**config.mk**
```make
export PLATFORM = sky130hd
export DESIGN_NAME = vga_sync
export DESIGN_NICKNAME = d
export VERILOG_FILES = /design/src/rtl/vga_pkg.sv /design/src/rtl/sync_axis.sv /design/src/rtl/vga_sync.sv
export SDC_FILE = /design/constraint.sdc
export NUM_CORES = 1
export LEC_CHECK = 0
export BUFFER_PORTS_ARGS = -buffer_cell sky130_fd_sc_hd__buf_2
export CAP_MARGIN = 15
export CORE_MARGIN = 3
export CORE_UTILIZATION = 50
export CTS_CLUSTER_SIZE = 28
export DETAILED_ROUTE_END_ITERATION = 8
export PLACE_DENSITY_LB_ADDON = 0.2
export SETUP_SLACK_MARGIN = 0.3
export SLEW_MARGIN = 30
export SYNTH_ARGS = -nofsm -noshare
export SYNTH_HDL_FRONTEND = slang
export SYNTH_HIERARCHICAL = 1
export SYNTH_SLANG_ARGS = --single-unit
```
**constraint.sdc**
```tcl
create_clock -name clk -period 2.9 [get_ports clk]
set_input_delay 0.145 -clock clk [delete_from_list [all_inputs] [get_ports clk]]
set_output_delay 0.145 -clock clk [all_outputs]
set_load 0.01 [all_outputs]
```
**src/rtl/vga_pkg.sv**
```systemverilog
// Shared VGA timing constants, axis phase enum and coordinate type.
// The same definitions are used by vga_sync and the downstream pixel logic.
package vga_pkg;

    localparam int H_VIS_D  = 640;
    localparam int H_FP_D   = 16;
    localparam int H_SYNC_D = 96;
    localparam int H_BP_D   = 48;
    localparam int H_TOT_D  = H_VIS_D + H_FP_D + H_SYNC_D + H_BP_D;

    localparam int V_VIS_D  = 480;
    localparam int V_FP_D   = 10;
    localparam int V_SYNC_D = 2;
    localparam int V_BP_D   = 33;
    localparam int V_TOT_D  = V_VIS_D + V_FP_D + V_SYNC_D + V_BP_D;

    typedef enum logic [1:0] {
        PH_ACTIVE = 2'd0,
        PH_FRONT  = 2'd1,
        PH_SYNC   = 2'd2,
        PH_BACK   = 2'd3
    } phase_t;

    typedef logic [9:0] coord_t;

endpackage

```
**src/rtl/sync_axis.sv**
```systemverilog
// One raster axis: counter plus ACTIVE/FRONT/SYNC/BACK phase FSM.
// Flags are registered from next-state so they line up with the presented count.
module sync_axis
    import vga_pkg::*;
#(
    parameter int VIS  = H_VIS_D,
    parameter int FP   = H_FP_D,
    parameter int SYNC = H_SYNC_D,
    parameter int BP   = H_BP_D
) (
    input  logic   clk,
    input  logic   clr,
    input  logic   adv,
    output coord_t cnt,
    output phase_t phase,
    output logic   sync_n,
    output logic   vis,
    output logic   wrap
);

    localparam coord_t LAST     = coord_t'(VIS + FP + SYNC + BP - 1);
    localparam coord_t FP_START = coord_t'(VIS);
    localparam coord_t SY_START = coord_t'(VIS + FP);
    localparam coord_t BP_START = coord_t'(VIS + FP + SYNC);

    coord_t r_cnt;
    coord_t w_cnt_nxt;
    phase_t r_phase;
    phase_t w_phase_nxt;
    logic   r_sync_n;
    logic   r_vis;

    always_ff @(posedge clk) begin
        if (clr) begin
            r_cnt    <= LAST;
            r_phase  <= PH_BACK;
            r_sync_n <= 1'b1;
            r_vis    <= 1'b0;
        end else begin
            r_cnt    <= w_cnt_nxt;
            r_phase  <= w_phase_nxt;
            r_sync_n <= (w_phase_nxt != PH_SYNC);
            r_vis    <= (w_phase_nxt == PH_ACTIVE);
        end
    end

    always_comb begin
        w_cnt_nxt   = r_cnt;
        w_phase_nxt = r_phase;
        if (adv) begin
            w_cnt_nxt = wrap ? '0 : r_cnt + 1'b1;
            unique case (r_phase)
                PH_ACTIVE: if (w_cnt_nxt == FP_START) w_phase_nxt = PH_FRONT;
                PH_FRONT:  if (w_cnt_nxt == SY_START) w_phase_nxt = PH_SYNC;
                PH_SYNC:   if (w_cnt_nxt == BP_START) w_phase_nxt = PH_BACK;
                PH_BACK:   if (wrap)                  w_phase_nxt = PH_ACTIVE;
                default:                              w_phase_nxt = PH_BACK;
            endcase
        end
    end

    // wrap is combinational: it qualifies the advance that rolls the count over
    assign wrap   = (r_cnt == LAST);
    assign cnt    = r_cnt;
    assign phase  = r_phase;
    assign sync_n = r_sync_n;
    assign vis    = r_vis;

endmodule

```
**src/rtl/vga_sync.sv**
```systemverilog
// 640x480@60 raster timing generator advanced by a one-cycle pixel strobe.
// The vertical axis only steps on the pixel strobe that wraps the horizontal axis.
module vga_sync
    import vga_pkg::*;
#(
    parameter int H_VIS  = H_VIS_D,
    parameter int H_FP   = H_FP_D,
    parameter int H_SYNC = H_SYNC_D,
    parameter int H_BP   = H_BP_D,
    parameter int V_VIS  = V_VIS_D,
    parameter int V_FP   = V_FP_D,
    parameter int V_SYNC = V_SYNC_D,
    parameter int V_BP   = V_BP_D
) (
    input  logic       clk,
    input  logic       clr,
    input  logic       pix_en,
    output logic [9:0] hc,
    output logic [9:0] vc,
    output logic       hsync,
    output logic       vsync,
    output logic       active,
    output logic       line_start,
    output logic       frame_start
);

    coord_t w_hc;
    coord_t w_vc;
    phase_t w_h_phase;
    phase_t w_v_phase;
    logic   w_h_sync_n;
    logic   w_v_sync_n;
    logic   w_h_vis;
    logic   w_v_vis;
    logic   w_h_wrap;
    logic   w_v_wrap;
    logic   w_v_adv;
    logic   r_line_start;
    logic   r_frame_start;

    assign w_v_adv = pix_en & w_h_wrap;

    sync_axis #(.VIS(H_VIS), .FP(H_FP), .SYNC(H_SYNC), .BP(H_BP)) u_h_axis (
        .clk    (clk),
        .clr    (clr),
        .adv    (pix_en),
        .cnt    (w_hc),
        .phase  (w_h_phase),
        .sync_n (w_h_sync_n),
        .vis    (w_h_vis),
        .wrap   (w_h_wrap)
    );

    sync_axis #(.VIS(V_VIS), .FP(V_FP), .SYNC(V_SYNC), .BP(V_BP)) u_v_axis (
        .clk    (clk),
        .clr    (clr),
        .adv    (w_v_adv),
        .cnt    (w_vc),
        .phase  (w_v_phase),
        .sync_n (w_v_sync_n),
        .vis    (w_v_vis),
        .wrap   (w_v_wrap)
    );

    always_ff @(posedge clk) begin
        if (clr) begin
            r_line_start  <= 1'b0;
            r_frame_start <= 1'b0;
        end else begin
            r_line_start  <= w_v_adv;
            r_frame_start <= w_v_adv & w_v_wrap;
        end
    end

    // Registered flags must always agree with the phase they were decoded from
    a_h_phase: assert property (@(posedge clk) disable iff (clr)
        (w_h_vis == (w_h_phase == PH_ACTIVE)) && (w_h_sync_n == (w_h_phase != PH_SYNC)));
    a_v_phase: assert property (@(posedge clk) disable iff (clr)
        (w_v_vis == (w_v_phase == PH_ACTIVE)) && (w_v_sync_n == (w_v_phase != PH_SYNC)));

    assign hc          = w_hc;
    assign vc          = w_vc;
    assign hsync       = w_h_sync_n;
    assign vsync       = w_v_sync_n;
    assign active      = w_h_vis & w_v_vis;
    assign line_start  = r_line_start;
    assign frame_start = r_frame_start;

endmodule

```
Yosys cells after proc, flatten, opt, wreduce, memory -nomap -nowiden
Cells that the tools add are included.
{"block": "op_classes", "n_addsub": 2, "multipliers": 0, "n_div": 0, "order_cmp": 0, "eq_ne": 16, "shifts": 0, "n_mux": 14, "bitwise_logic": 3, "n_reduce_logical": 4}
{"cell": "equality test 10 bit, second input constant", "n": 5}
{"cell": "equality test 10 x 9 -> 1 bit, second input constant", "n": 3}
{"cell": "adder 10 x 1 -> 10 bit, second input constant", "n": 2}
{"cell": "2-to-1 mux 10 bit", "n": 2}
{"cell": "2-to-1 mux 2 bit", "n": 10}
{"cell": "case mux 2 bit (4 select lines)", "n": 2}
{"cell": "equality test 2 bit, second input constant", "n": 4}
{"cell": "logical NOT 2 bit", "n": 4}
{"cell": "equality test 2 x 1 -> 1 bit, second input constant", "n": 2}
{"cell": "!= test 2 bit, second input constant", "n": 2}
{"cell": "AND 1 bit", "n": 3}
{"block": "totals", "ff_bits": 30, "latch_bits": 0, "ram_bits": 0, "rom_bits": 0, "elab_cells": 49, "mem_count": 0}

Longest topological paths before layout
Gate-level depths: netlist (run 1).
{"block": "logic_depth", "ltp_word": 7, "depth_mapped": 11}

By module
The synthesis (run 1) kept the hierarchy.
{"mod": "sync_axis (u_h_axis)", "instances": 1, "cells_per_inst": 113, "area_per_inst_um2": 964.7}
{"mod": "sync_axis (u_v_axis)", "instances": 1, "cells_per_inst": 111, "area_per_inst_um2": 942.2}
{"mod": "vga_sync", "instances": 1, "cells_per_inst": 6, "area_per_inst_um2": 72.6}

Least setup slack after synthesis (run 1)
No wires, ideal clock.
{"block": "synth_path", "kind": "register -> register", "start": "register u_h_axis.r_cnt[1], in the netlist u_h_axis/cnt[1]", "end": "register u_v_axis.r_cnt[8], in the netlist u_v_axis/cnt[8]", "arrival_time_ns": 2.130, "setup_slack_ns": 0.643, "stages_incl_launch_ff": 11, "n_path_buf": 2, "period_less_slack_ns": 2.257, "path_cell_list": "dfxtp_1 > ha_1 > and4_2 > nand3_1 > inv_1 > and2_1 > buf_2 > clkbuf_1 > nand4_1 > xor2_1 > nor2_1"}
{"block": "synth_between", "elab_chain_cells": 2}
{"element": "start, declared", "line_no": "sync_axis.sv:26", "source": "coord_t r_cnt;"}
{"element": "start signal, assigned", "line_no": "sync_axis.sv:40", "source": "r_cnt <= w_cnt_nxt;"}
{"element": "equality test 10 bit", "line_no": "sync_axis.sv:63", "source": "assign wrap = (r_cnt == LAST);"}
{"element": "net w_h_wrap", "line_no": "vga_sync.sv:35", "source": "logic w_h_wrap;"}
{"element": "AND 1 bit", "line_no": "vga_sync.sv:41", "source": "assign w_v_adv = pix_en & w_h_wrap;"}
{"element": "net w_v_adv", "line_no": "vga_sync.sv:37", "source": "logic w_v_adv;"}
{"element": "end signal, assigned", "line_no": "sync_axis.sv:40"}
{"element": "end, declared", "line_no": "sync_axis.sv:26"}
The timed path passes the listed nets, and every way through them passes these cells.
A chain may end at the register's enable or synchronous reset.

Worst setup path after layout (run 1)
{"block": "layout_path", "start": "register u_v_axis.r_cnt[0], in the netlist u_v_axis/cnt[0]", "end": "register u_v_axis.r_sync_n, in the netlist u_v_axis/sync_n"}
{"block": "layout_between", "elab_chain_cells": 7}
{"element": "adder 10 x 1 -> 10 bit / equality test 10 bit (equally long branches)", "line_no": "sync_axis.sv:51, sync_axis.sv:63"}
{"element": "2-to-1 mux 10 bit", "line_no": "sync_axis.sv:51", "source": "w_cnt_nxt = wrap ? '0 : r_cnt + 1'b1;"}
{"element": "equality test 10 x 9 -> 1 bit, on equally long branches", "line_no": "sync_axis.sv:55, sync_axis.sv:53, sync_axis.sv:54"}
{"element": "2-to-1 mux 2 bit, on equally long branches", "line_no": "sync_axis.sv:55, sync_axis.sv:53, sync_axis.sv:54"}
{"element": "case mux 2 bit (4 select lines) *", "line_no": "sync_axis.sv:52", "source": "unique case (r_phase)"}
{"element": "2-to-1 mux 2 bit *", "line_no": "sync_axis.sv:50", "source": "if (adv) begin"}
{"element": "!= test 2 bit *", "line_no": "sync_axis.sv:42", "source": "r_sync_n <= (w_phase_nxt != PH_SYNC);"}
{"element": "end signal, assigned", "line_no": "sync_axis.sv:42"}
{"element": "end, declared", "line_no": "sync_axis.sv:30", "source": "logic r_sync_n;"}
Every way passes the cells marked *; elsewhere a longest branch is shown, timed or not.

==> out/metrics.csv, run 1 <==
metric;value;unit
vias;1775;
Buffers on Ports;27;
total power;1.267;mW
Yosys cell types;64;
R2R Setup Slk;510;ps
First DRT Iteration DRCs;85;
vias in the first global route;1530;
top routing layer in use;met4;
Reg area;603.1;sq um
DRT antenna net count;0;
logic gate share of total power;0.271;
Internal;0.8518;mW
first-pass GRT wire length;7176;um
ANT cells;0;
WP data arrival;2540;ps
worst skew pair latency;280;ps
EDFF count, synth;0;
CTS Hold Bufs;0;
clock group share of total power;0.324;
routed length on met2;1901;um
Synth Register Bits;30;
Post-CTS Setup Inserts;0;
die area;4750;sq um
Clock transition at path regs;60;ps
register area share after synthesis;0.3034;
share of power burned in registers;0.406;
Worst Setup Path Type;flop to flop;
CTS Buf Count;5;
RSZ-0062 raised after global routing;false;
max-slew violation count;0;
Fillers;371;
Reg2Reg Depth;7;
startpoint class of the critical path;flop;
Synth Cell Area;1979;sq um
status;finished, final reports clean;
core area;3744;sq um
endpoints failing setup;0;
Root Buffer;clkbuf_8;
Clock Sinks;30;
VDD IR-drop max;0.4312;mV
setup slack after placement;316.9;ps
routed wl met3;255;um
Sw Share;0.3275;
Die Y;68.92;um
worst hold path class;primary input to flop;
DPL Wire Length;3036;um
Final Skew;4.511;ps
predominant post-synthesis flop cell;dfxtp_1;
area grow syn2layout;10.62;%
Slew HR;0.6622;
total power density per cell area;578.4;nW/um^2
multi-input gate area in the final layout;1240;sq um
Final nets;258;
syn avg cell area;8.606;sq um
R2R Path End;u_v_axis/sync_n;
gr usage total;0.2009;
clock buffer depth;2;
I/O pin count;28;
Critical Path Sink Type;flop;
largest net degree at the start of global routing;21;
Static Leak;0.8474;nW
row cnt;22;
vias per inst;5.917;
hold slack final;255.8;ps
Peak Freq;418.1;MHz
routed wire length;4390;um
Psw;0.4147;mW
Min Clock Period, post-route;2392;ps
Starting Density;0.5287;
H-tree Lvls;2;
WP data required;3050;ps
DRC viols;0;
routability cong.;0.8312;
post-synthesis cell count;230;
met1 WL;2198;um
TNS Setup;0;ps
Fin. Hold Viols;0;
slew at the pin closest to its max-slew limit;505.1;ps
hold path depth;2;
initial antenna violation count;0;
max_cap viols;0;
crit-path max FO;8;
Worst Setup Slack, final;508.0;ps
yosys warns;6;
CTS tree;built;
total gr overflow;0;
hold path endpoint;u_h_axis/cnt[7];
TritonRoute pass-1 iters;4;
Die Wd;68.92;um
share of cells above drive strength 1;0.2540;
hold_sp;clr;
syn nets;237;
Final period util;0.8248;
Avg WL per Cell;14.63;um
Reg-to-Reg Start;u_v_axis/cnt[0];
Synth async-reset ratio;0;
[metal layers]
metal	global-route usage	vias to the layer above
met5	0	-
met4	0.06813	0
met3	0.05511	4
met2	0.2881	54
met1	0.2866	827
li1	-	890
[registers in the layout (all words and copies together) (netlist names)]
signal and flops:
u_h_axis/cnt 10, u_v_axis/cnt 10, u_h_axis/sync_n 1, u_v_axis/sync_n 1
frame_start 1, u_v_axis/vis 1, u_h_axis/vis 1, u_h_axis/phase 2
line_start 1, u_v_axis/phase 2
[critical path: stages, from the launching register on]
cell,delay (ps)
dfxtp_1,460
ha_2,300
nand3_1,180
or4_4,460
a311oi_2,300
nand3_1,180
o41ai_4,260
nand3_1,120
[worst max-delay path by stage]
stage / startpoint / to / depth (start not counted)
floorplan: u_h_axis/cnt[1] / u_v_axis/cnt[8] / 10
global placement: u_h_axis/cnt[0] / u_v_axis/cnt[3] / 8
detailed placement: u_h_axis/cnt[0] / u_v_axis/cnt[3] / 8
CTS: u_h_axis/cnt[0] / u_v_axis/cnt[3] / 8
global route: u_v_axis/cnt[0] / u_v_axis/sync_n / 10
finish: u_v_axis/cnt[0] / u_v_axis/sync_n / 7
[logic make-up after synthesis]
logic type,Yosys count,synth area share
and+or+nand+nor,111,0.3331
adders and majority gates,4,0.02529
AOI/OAI and AO/OA,49,0.1972
xor gates and xnor gates,11,0.04868
buffers and inverters,22,0.07458
muxes,3,0.01770
DFF,30,0.3034
[stage by stage]
stage | instances | utilization | area, sq um
global placement | 292 | 0.5525 | 2068
detailed placement | 292 | 0.5525 | 2068
finish | 300 | 0.5849 | 2190
CTS | 300 | 0.5809 | 2175
global route | 300 | 0.5849 | 2190
floorplan | 230 | - | 1979
[power by group through the flow]
| stage | clock [mW] | sequential (mW) | combinational [mW] |
|---|---|---|---|
| floorplan | 0 | 0.505 | 0.282 |
| global placement | 0 | 0.520 | 0.331 |
| detailed placement | 0 | 0.521 | 0.333 |
| CTS | 0.422 | 0.512 | 0.336 |
| global route | 0.444 | 0.521 | 0.385 |
| finish | 0.410 | 0.514 | 0.343 |
[synth_stat cells, types with 2 or more instances]
master	number	area share
and2_1	4	0.013
buf_6	5	0.028
and3b_2	2	0.010
dfxtp_1	30	0.30
clkbuf_1	3	0.0057
a221o_1	2	0.010
o311ai_0	2	0.0089
nand2_1	24	0.046
inv_1	6	0.011
o21bai_1	2	0.0076
buf_2	2	0.0051
o31a_2	2	0.010
o21ai_0	8	0.020
nor2b_1	4	0.013
and4_2	2	0.010
nand3_1	10	0.025
o31a_1	2	0.0089
and2b_2	2	0.0089
and3_1	3	0.0095
o21a_1	2	0.0076
xor2_1	8	0.035
xnor2_1	3	0.013
nor4_1	4	0.013
a31oi_1	4	0.013
nand4_1	8	0.025
nor3_1	10	0.025
nor2_1	16	0.030
nor4b_2	2	0.015
buf_4	4	0.015
a211o_1	2	0.0089
nand4b_1	5	0.022
ha_1	4	0.025
a21oi_1	9	0.023
mux2i_1	2	0.010
and4b_1	2	0.010
and2b_1	2	0.0076
[timing repair]
item,4_1_cts,5_1_grt
setup endpoints to repair,0,8
resized for setup,0,6
hold endpoints to repair,0,0
[layout make-up]
cell class / count / area share
Inverter: 7 / 0.01371
Sequential cell: 30 / 0.2754
Timing Repair Buffer: 29 / 0.06857
Tap cell: 48 / 0.02743
Multi-Input combinational cell: 178 / 0.5663
Clock buffer: 7 / 0.03486
Clock inverter: 1 / 0.01371
[cells in the final DEF (no fill, tap or decap), types with 4 or more instances in the layout]
| master | netlist | layout |
|---|---|---|
| nand2_1 | 24 | 24 |
| nor2_1 | 16 | 16 |
| nand3_1 | 10 | 10 |
| nor3_1 | 10 | 9 |
| nand4b_1 | 5 | 5 |
| a31oi_1 | 4 | 4 |
| clkbuf_8 | 1 | 5 |
| buf_2 | 2 | 27 |
| o21ai_0 | 8 | 8 |
| nand4_1 | 8 | 8 |
| nor4_1 | 4 | 4 |
| dfxtp_1 | 30 | 28 |
| xor2_1 | 8 | 8 |
| nor2b_1 | 4 | 4 |
| a21oi_1 | 9 | 9 |
| inv_1 | 6 | 6 |
No activity file was read; power rests on OpenSTA's default activity.
==> run 2: changes to the inputs <==
--- a/config.mk
+++ b/config.mk
@@ -5,6 +5,7 @@
 export SDC_FILE = /design/constraint.sdc
 export NUM_CORES = 1
 export LEC_CHECK = 0
+export ABC_AREA = 1
 export BUFFER_PORTS_ARGS = -buffer_cell sky130_fd_sc_hd__buf_2
 export CAP_MARGIN = 15
 export CORE_MARGIN = 3
==> constraint.sdc (replaced) <==
create_clock -name clk -period 2.32 [get_ports clk]
set_input_delay 0.116 -clock clk [delete_from_list [all_inputs] [get_ports clk]]
set_output_delay 0.116 -clock clk [all_outputs]
set_load 0.01 [all_outputs]
==> run 2 against run 1 <==
Against the previous run: sequential share of layout area about the same; combinational power increased by 9.0%; clock power increased by 2%; setup slack got worse by 49 ps; via count increased by 5.2%; die area decreased by 3.1%; wire length decreased by 4.3%; final area increased by 0.86%; critical path depth increased by 4; area after synthesis decreased by 3.4%; first-iteration DRC count increased by 22%; critical endpoint is now u_v_axis/phase[1]; largest cell class unchanged.
==> out/metrics.csv, run 2 <==
metric;value;unit;change
Synth async-reset ratio;0;;unchanged
gr usage total;0.1989;;was 0.2009
final instance area;2208;sq um;was 2190 sq um
Fin. Hold Viols;0;;unchanged
most used cell, CP;inv_2;;was nand3_1
Synth Register Bits;30;;unchanged
Final nets;321;;was 258
hold path endpoint;u_h_axis/cnt[8];;was u_h_axis/cnt[7]
vias in the first global route;1599;;was 1530
Static Leak;1.021;nW;was 0.8474 nW
crit-path max FO;12;;was 8
core area;3495;sq um;was 3744 sq um
clock buffer depth;2;;unchanged
DRC viols;0;;unchanged
max_cap viols;0;;unchanged
Final Skew;2.820;ps;was 4.511 ps
endpoints failing setup;0;;unchanged
EDFF count, synth;0;;unchanged
most frequent cells in the layout;nand2_1, inv_1, nor2_1;;was dfxtp_1, buf_2, nand2_1
CTS tree;built;;unchanged
DRT antenna net count;0;;unchanged
most common cell in the netlist;nand2_1;;was dfxtp_1
R2R Path End;u_v_axis/phase[1];;was u_v_axis/sync_n
Area after DPL;2073;sq um;was 2068 sq um
DPL Wire Length;3193;um;was 3036 um
Slew HR;0.6891;;was 0.6622
Starting Density;0.5474;;was 0.5287
I/O pin count;28;;unchanged
Reg-to-Reg Start;u_h_axis/cnt[0];;was u_v_axis/cnt[0]
# placed instances;352;;was 292
hold path depth;3;;was 2
Clock Sinks;30;;unchanged
most common cell after layout, fill and taps aside;nand2_1;;was dfxtp_1
Clock transition at path regs;60;ps;about the same
First DRT Iteration DRCs;104;;was 85
initial antenna violation count;0;;unchanged
vias per inst;5.175;;was 5.917
ranking of synthesized cells by area;dfxtp_1, nand2_1, inv_1, nand3_1, nand3_2;;was dfxtp_1, nand2_1, xor2_1, nor2_1, buf_6
max-slew violation count;0;;unchanged
final cell count without fillers;361;;was 300
Yosys cell types;30;;was 64
Avg WL per Cell;11.64;um;was 14.63 um
crit-path cells;ha_4 > nand2_2 > nor2_4 > nand2_4 > clkinv_2 > nand2_1 > inv_2 > inv_2 > a21oi_2 > o31ai_4 > or2_1;;was ha_2 > nand3_1 > or4_4 > a311oi_2 > nand3_1 > o41ai_4 > nand3_1
Yosys top cell by area;dfxtp_1;;unchanged
vias;1868;;was 1775
R2R Setup Slk;460;ps;was 510 ps
TNS Setup;0;ps;unchanged
worst hold path class;primary input to flop;;unchanged
yosys warns;6;;unchanged
H-tree Lvls;2;;unchanged
met3 Use GR;0.05090;;was 0.05511
VDD IR-drop max;0.5519;mV;was 0.4312 mV
hold_sp;pix_en;;was clr
critical path's slowest cell;dfxtp_2;;was dfxtp_1
final core utilization;0.6319;;was 0.5849
Final period util;0.8022;;was 0.8248
Critical Path Sink Type;flop;;unchanged
predominant post-synthesis flop cell;dfxtp_1;;unchanged
routed wire length;4203;um;was 4390 um
met1 usage;0.3007;;was 0.2866
RSZ-0062 raised after global routing;false;;unchanged
slew at the pin closest to its max-slew limit;465.8;ps;was 505.1 ps
Die Wd;67.86;um;was 68.92 um
CTS Buf Count;5;;unchanged
M2 GR Usage;0.2880;;was 0.2881
Worst Setup Path Type;flop to flop;;unchanged
syn nets;293;;was 237
syn avg cell area;6.689;sq um;was 8.606 sq um
Commonest cells post-synth;nand2_1, inv_1, dfxtp_1;;was dfxtp_1, nand2_1, nor2_1
Yosys top cell area share;0.3139;;was 0.3034
WP data arrival;2020;ps;was 2540 ps
Reg2Reg Depth;11;;was 7
status;finished, final reports clean;;unchanged
CTS Hold Bufs;0;;unchanged
Root Buffer;clkbuf_8;;unchanged
Min Clock Period, post-route;1861;ps;was 2392 ps
die area;4604;sq um;was 4750 sq um
WP data required;2480;ps;was 3050 ps
GRT busiest layer;met1;;was met2
worst skew pair latency;270;ps;was 280 ps
total power density per cell area;630.2;nW/um^2;was 578.4 nW/um^2
Buffers on Ports;27;;unchanged
row cnt;21;;was 22
first-pass GRT wire length;7155;um;was 7176 um
Peak Freq;537.3;MHz;was 418.1 MHz
area grow syn2layout;15.44;%;was 10.62%
routability cong.;0.9030;;was 0.8312
startpoint class of the critical path;flop;;unchanged
TritonRoute pass-1 iters;4;;unchanged
largest net degree at the start of global routing;20;;was 21
ANT cells;0;;unchanged
total gr overflow;0;;unchanged
Die Y;67.86;um;was 68.92 um
Synth Cell Area;1913;sq um;was 1979 sq um
slowest cell delay on critical path;400;ps;was 460 ps
total power;1.392;mW;was 1.267 mW
post-synthesis cell count;286;;was 230
share of cells above drive strength 1;0.2635;;was 0.2540
register area share after synthesis;0.3139;;was 0.3034
run 2: worst max path at each step:
| stage | cells past startpoint | endpoint | from | slack, ps |
|---|---|---|---|---|
| final | 11 | u_v_axis/phase[1] | u_h_axis/cnt[0] | 460 |
| after global routing | 11 | u_v_axis/phase[1] | u_h_axis/cnt[0] | 300 |
| after CTS | 11 | u_v_axis/phase[1] | u_h_axis/cnt[0] | 340 |
| after detailed placement | 11 | u_v_axis/phase[1] | u_h_axis/cnt[0] | 190 |
| after global placement | 11 | u_v_axis/phase[1] | u_h_axis/cnt[0] | 270 |
| after floorplan | 11 | u_v_axis/phase[1] | u_h_axis/cnt[0] | 460 |
run 2: power by group:
group	total [mW]	switching, mW	internal (mW)
logic	0.374	0.241	0.132
registers	0.598	0.0483	0.550
clock network	0.420	0.181	0.239
total	1.39	0.471	0.921
run 2: area by class of cell:
type	count	area (sq um)
tap	46	57.56
timing repair buffer	29	150.1
fill	326	1286
clock buffer	7	86.33
multi-input combinational	213	1167
inverter	35	132.6
clock inverter	1	5.005
sequential	30	609.3
run 2: worst max-delay path, delay by kind of cell (launching register included):
| kind | cells | cell delay [ps] |
|---|---|---|
| buffers and inverters | 3 | 280 |
| AND/OR/NAND/NOR | 5 | 580 |
| flip-flops | 1 | 400 |
| adder cells (fa/ha/maj) | 1 | 170 |
| AO/OA/AOI/OAI | 2 | 310 |
run 2: stage by stage:
step	hold slack (ps)	worst slack (ps)
final	192.8	458.8
after CTS	180.7	335.7
after floorplan	188.3	462.6
after detailed placement	469.9	193.5
after global routing	204.4	297.9
after global placement	463.1	269.7
run 2: what timing repair did:
| action | CTS | global route |
|---|---|---|
| setup endpoints to repair | 3 | 4 |
| pin swaps | 0 | 2 |
| endpoints found under the hold margin | 0 | 0 |
| resized for setup | 4 | 9 |
| setup buffers | 0 | 1 |
run 2: logic make-up after synthesis:
family | Yosys count | share of synthesized area
XOR/XNOR | 3 | 0.01374
AO/OA/AOI/OAI | 48 | 0.1380
flip-flops | 30 | 0.3139
AND/OR/NAND/NOR | 158 | 0.4179
adder cells (fa/ha/maj) | 4 | 0.02616
buffers and inverters | 43 | 0.09025
run 2: layer usage:
layer / vias to the layer above / routed length [um] / part of all wire
li1: 981 / - / -
met2: 38 / 1741 / 0.41
met1: 847 / 2215 / 0.53
met3: 2 / 232 / 0.055
met4: 0 / 13 / 0.0031
met5: - / 0 / 0
